[config.mk]
export PLATFORM = sky130hd
export DESIGN_NAME = dsp_mul_arbiter
export DESIGN_NICKNAME = d
export VERILOG_FILES = /design/src/rtl/dsp_mul_arbiter.sv
export SDC_FILE = /design/constraint.sdc
export NUM_CORES = 1
export LEC_CHECK = 0
export BUFFER_PORTS_ARGS = -buffer_cell sky130_fd_sc_hd__buf_2
export CAP_MARGIN = 20
export CORE_ASPECT_RATIO = 1.4
export CORE_MARGIN = 1
export CORE_UTILIZATION = 55
export DETAILED_ROUTE_END_ITERATION = 16
export PLACE_DENSITY = 0.87
export SLEW_MARGIN = 30
export SYNTH_ARGS = -nofsm -noshare
export SYNTH_HDL_FRONTEND = slang
export SYNTH_SLANG_ARGS = --single-unit
[constraint.sdc]
create_clock -name clk -period 7.5 [get_ports clk]
set_clock_uncertainty 0.05 [all_clocks]
set_input_delay 0.375 -clock clk [delete_from_list [all_inputs] [get_ports clk]]
set_output_delay 0.375 -clock clk [all_outputs]
set_load 0.01 [all_outputs]
[src/rtl/dsp_mul_arbiter.sv]
`default_nettype none
// ============================================================================
// Module      : dsp_mul_arbiter
// Description : Round-robin arbiter sharing one registered signed multiplier
//               (A/B input regs, P output reg) between NREQ requesters.
// Revision    : 1.0 - initial release
// ============================================================================
module dsp_mul_arbiter #(
    parameter int NREQ = 4,
    parameter int AW   = 25,
    parameter int BW   = 18,
    parameter int IDW  = $clog2(NREQ)
) (
    input  logic                 clk,
    input  logic                 rst,
    input  logic [NREQ-1:0]      req_valid,
    output logic [NREQ-1:0]      req_ready,
    input  logic [NREQ*AW-1:0]   req_a,
    input  logic [NREQ*BW-1:0]   req_b,
    output logic                 rsp_valid,
    input  logic                 rsp_ready,
    output logic [IDW-1:0]       rsp_id,
    output logic [AW+BW-1:0]     rsp_p,
    output logic                 busy
);

    logic signed [AW-1:0]    r_a;
    logic signed [BW-1:0]    r_b;
    logic [IDW-1:0]          r_id1;
    logic                    r_v1;
    logic signed [AW+BW-1:0] r_p;
    logic [IDW-1:0]          r_id2;
    logic                    r_v2;
    logic [IDW-1:0]          r_ptr;

    logic                    w_stall;
    logic                    w_found;
    logic                    w_accept;
    logic [IDW-1:0]          w_gnt;
    logic [IDW-1:0]          w_ptr_nxt;
    logic [AW-1:0]           w_sel_a;
    logic [BW-1:0]           w_sel_b;
    logic signed [AW+BW-1:0] w_prod;

    assign w_stall = r_v2 & ~rsp_ready;

    // Two passes: indices at/after the pointer first, then the wrapped-around ones.
    always_comb begin
        w_found = 1'b0;
        w_gnt   = '0;
        w_sel_a = '0;
        w_sel_b = '0;
        for (int i = 0; i < NREQ; i++) begin
            if (!w_found && req_valid[i] && (i >= int'(r_ptr))) begin
                w_found = 1'b1;
                w_gnt   = IDW'(i);
                w_sel_a = req_a[i*AW +: AW];
                w_sel_b = req_b[i*BW +: BW];
            end
        end
        for (int i = 0; i < NREQ; i++) begin
            if (!w_found && req_valid[i] && (i < int'(r_ptr))) begin
                w_found = 1'b1;
                w_gnt   = IDW'(i);
                w_sel_a = req_a[i*AW +: AW];
                w_sel_b = req_b[i*BW +: BW];
            end
        end
    end

    assign w_accept  = w_found & ~w_stall & ~rst;
    assign w_ptr_nxt = (w_gnt == IDW'(NREQ - 1)) ? '0 : w_gnt + IDW'(1);

    always_comb begin
        req_ready = '0;
        if (w_accept) begin
            req_ready[w_gnt] = 1'b1;
        end
    end

    assign w_prod = (AW+BW)'(r_a) * (AW+BW)'(r_b);

    // Every stage shares the single ~stall enable so the DSP absorbs A/B/P.
    always_ff @(posedge clk) begin
        if (rst) begin
            r_a   <= '0;
            r_b   <= '0;
            r_id1 <= '0;
            r_v1  <= 1'b0;
            r_ptr <= '0;
        end else if (!w_stall) begin
            r_v1 <= w_accept;
            if (w_accept) begin
                r_a   <= w_sel_a;
                r_b   <= w_sel_b;
                r_id1 <= w_gnt;
                r_ptr <= w_ptr_nxt;
            end
        end
    end

    always_ff @(posedge clk) begin
        if (rst) begin
            r_p   <= '0;
            r_id2 <= '0;
            r_v2  <= 1'b0;
        end else if (!w_stall) begin
            r_p   <= w_prod;
            r_id2 <= r_id1;
            r_v2  <= r_v1;
        end
    end

    assign rsp_valid = r_v2;
    assign rsp_id    = r_id2;
    assign rsp_p     = r_p;
    assign busy      = r_v1 | r_v2;

endmodule
`default_nettype wire

==> results.md <==
- Run status: finished clean
- Shortest period the worst path allows: roughly 7.1 ns
- Total gr overflow: 0
- Crit-path leading delay family: adder cells
- Worst slack, placed: about 0.43 ns
- Die height: roughly 230 um
- Vias in the first global route: about 19,000
- Crit path cell chain: and2_1 > fa_1 > fa_1 > ha_1 > inv_1 > fa_1 > inv_1 > fa_1 > inv_1 > fa_1 > inv_1 > ha_1 > nand4_1 > nor2_1 > o41a_1 > o21ai_0 > nand2b_1 > a41o_1 > o31ai_2 > xnor2_1 > a22o_1
- Register area share after synthesis: between 9 and 10%
- Post-route setup slack: around 0.37 ns
- Syn nets: just over 3,000
- Most used cell, CP: fa_1
- Area Growth Syn to Fin: 9.25%
- Max cap viols: 0
- DR vias: approximately 17,000
- Die Span X: between 150 and 200 um
- Worst EP required: slightly below 8 ns
- Root buffer cell: clkbuf_16
- Fin. Hold Viols: 0
- Hold Slack: approximately 0.26 ns
- Peak Freq: ~140 MHz
- Synth Register Bits: 94
- Least-Margin Pin Slew: between 1 and 1.5 ns
- Clk buf depth: 2
- FILL cells: between 3,000 and 4,000
- Clock tree from TritonCTS: yes
- Storage cell area: 1890 um^2
- Clock Pin Slew Worst Setup and Hold Paths: about 0.07 ns
- Post-CTS Setup Bufs: 0
- Period utilization: a little over nine tenths
- CTS buffer count: 9
- DR vias/cell: between 5 and 6
- Synth Warn #: 0
- Setup TNS Final: 0 ns
- Peak supply drop: just over 500 uV
- EDFF count, synth: 0
- Router iterations before antenna repair: 6
- Count of final setup violators: 0
- Most frequent cell after synthesis: inv_1
- Largest net degree at the start of global routing: 98
- ANT nets after route: 0
- Max incr delay on CP: between 0.9 and 1 ns
- Die area: between 30,000 and 40,000 um^2
- Synth Area per Inst: approximately 8.7 um^2
- Leak: 11.1 nW
- Post-detail-place hpwl: about 50,000 um
- Worst hold path class: in2reg
- Area fraction of the dominant cell type after synthesis: between 40% and 50%
- Post-synth ARST share: 0%
- Slew HR: a little under a third
- Critical Path AT: between 7 and 8 ns
- I/O Pins: between 200 and 250
- Mapped cell area: between 20,000 and 25,000 um^2
- Tot GR Track Use: 34.6%
- Slowest CP cell: dfxtp_1
- Clock Sinks: 94
- Port bufs: between 200 and 250
- Area of the multi-input gates: 15,900 um^2
- Crit start category: register
- Post-synth cell types: 61
- Core footprint: 36,100 um^2
- Core Rows: ~80
- Drt drc: 0
- Final Slew Violations: 0
- Drt wl/cell: roughly 21 um
- Synth area leader: fa_1
- Setup crit end kind: register
- DR iter-0 viols: roughly 1,100
- Power density over the cells: about 390 nW/um^2
- H-tree levels: 3
- Worst Path Max Fanout: 19
- First-pass GRT wire length: between 90,000 and 100,000 um
- Initial Util: a little under three fifths
- RSZ-0062 raised after global routing: false
- Commonest register cell after synthesis: dfxtp_1
- Layout cell share with drive strength beyond 1: between 10 and 15%
- Top post-synthesis cells by area: fa_1 (43%), inv_1 (9.6%), dfxtp_1 (9.3%)
- WS Path Type: reg2reg
- Buf+Inv Stages, Crit Path: 4
- RePlAce Congestion: 0.993
- Post-synth top cells: inv_1 (519), fa_1 (441), nand2_1 (342), and2_1 (172), clkbuf_1 (140)
- Fin nets: between 3,000 and 4,000
- WL final: between 60,000 and 70,000 um
- Mapped Cells: roughly 2,300
- Worst-Skew Late Latency: 0.36 ns
- Initial antenna violation count: 3
[registers in the layout (all words and copies together), names as in the netlist]
| signal | count |
|---|---|
| rsp_p | 43 |
| r_a | 25 |
| r_b | 18 |
| r_id1 | 2 |
| r_ptr | 2 |
| rsp_id | 2 |
| r_v1 | 1 |
| rsp_valid | 1 |
[cell type report]
cell class,instances,share of cell area [%]
Multi-Input combinational cell,1571,71.9
Inverter,519,8.78
Sequential cell,94,8.50
Timing Repair Buffer,275,6.88
Tap cell,462,2.61
Clock buffer,10,1.03
Clock inverter,6,0.305
Antenna cell,2,0.0226
[worst paths after layout]
check            start  slack, ns   endpoint  cells after the start
max             r_b[0]       0.37  rsp_p[40]                     21
min          req_a[18]       0.26    r_a[18]                      3
max reg2reg     r_b[0]       0.37  rsp_p[40]                     21
min reg2reg  rsp_p[42]       0.40  rsp_p[42]                      2
[layout by cell type (no fill, tap or decap), drive strengths merged, types with 4 or more instances in the layout]
cell	n
a211oi	11
a21o	13
a21oi	66
a221oi	42
a22o	43
and2	172
and3	5
buf	275
clkbuf	10
dfxtp	94
fa	441
ha	111
inv	521
nand2	342
nand2b	12
nand3	12
nand3b	49
nand4	6
nor2	64
nor2b	5
nor3	6
o211ai	5
o21a	6
o21ai	71
o31ai	4
xnor2	29
xor2	12
[timing repair]
action | in CTS | in global routing
gates resized for setup | 0 | 1
hold buffers | 0 | 0
setup endpoints to repair | 0 | 2
[stage by stage]
step | instances | power, mW | utilization, % | area, um^2
floorplan | 2331 | 5.83 | - | 20300
global route | 2938 | 9.32 | 61.4 | 22200
global placement | 2920 | 7.68 | 60.5 | 21900
detailed placement | 2921 | 7.90 | 60.6 | 21900
CTS | 2937 | 8.43 | 61.4 | 22200
finish | 2939 | 8.55 | 61.4 | 22200
[worst min-delay path, cell delays in order]
cell	delay (ns)
buf_2	0.07
a221oi_1	0.05
o21ai_0	0.12
[power by group]
group	leakage, nW	switching, mW	internal [mW]
Combinational	10.2	4.26	2.89
Clock	0.140	0.225	0.261
Sequential	0.780	0.262	0.651
[layer usage]
layer  global-route usage, %  vias up  share of wire, %
met5                       0        -             0.023
met4                    27.4        2               9.4
met3                    8.48      350               8.4
met2                    57.9      951                50
met1                    36.7     8518                32
li1                        -     7328                 -
[kinds of logic after synthesis]
logic type	share of synthesized area (%)
buf+inv	12.3
flops	9.27
xor+xnor	1.77
compound gates	9.82
fa+ha+maj	50.3
simple gates	16.5
No activity file was read; power rests on OpenSTA's default activity.
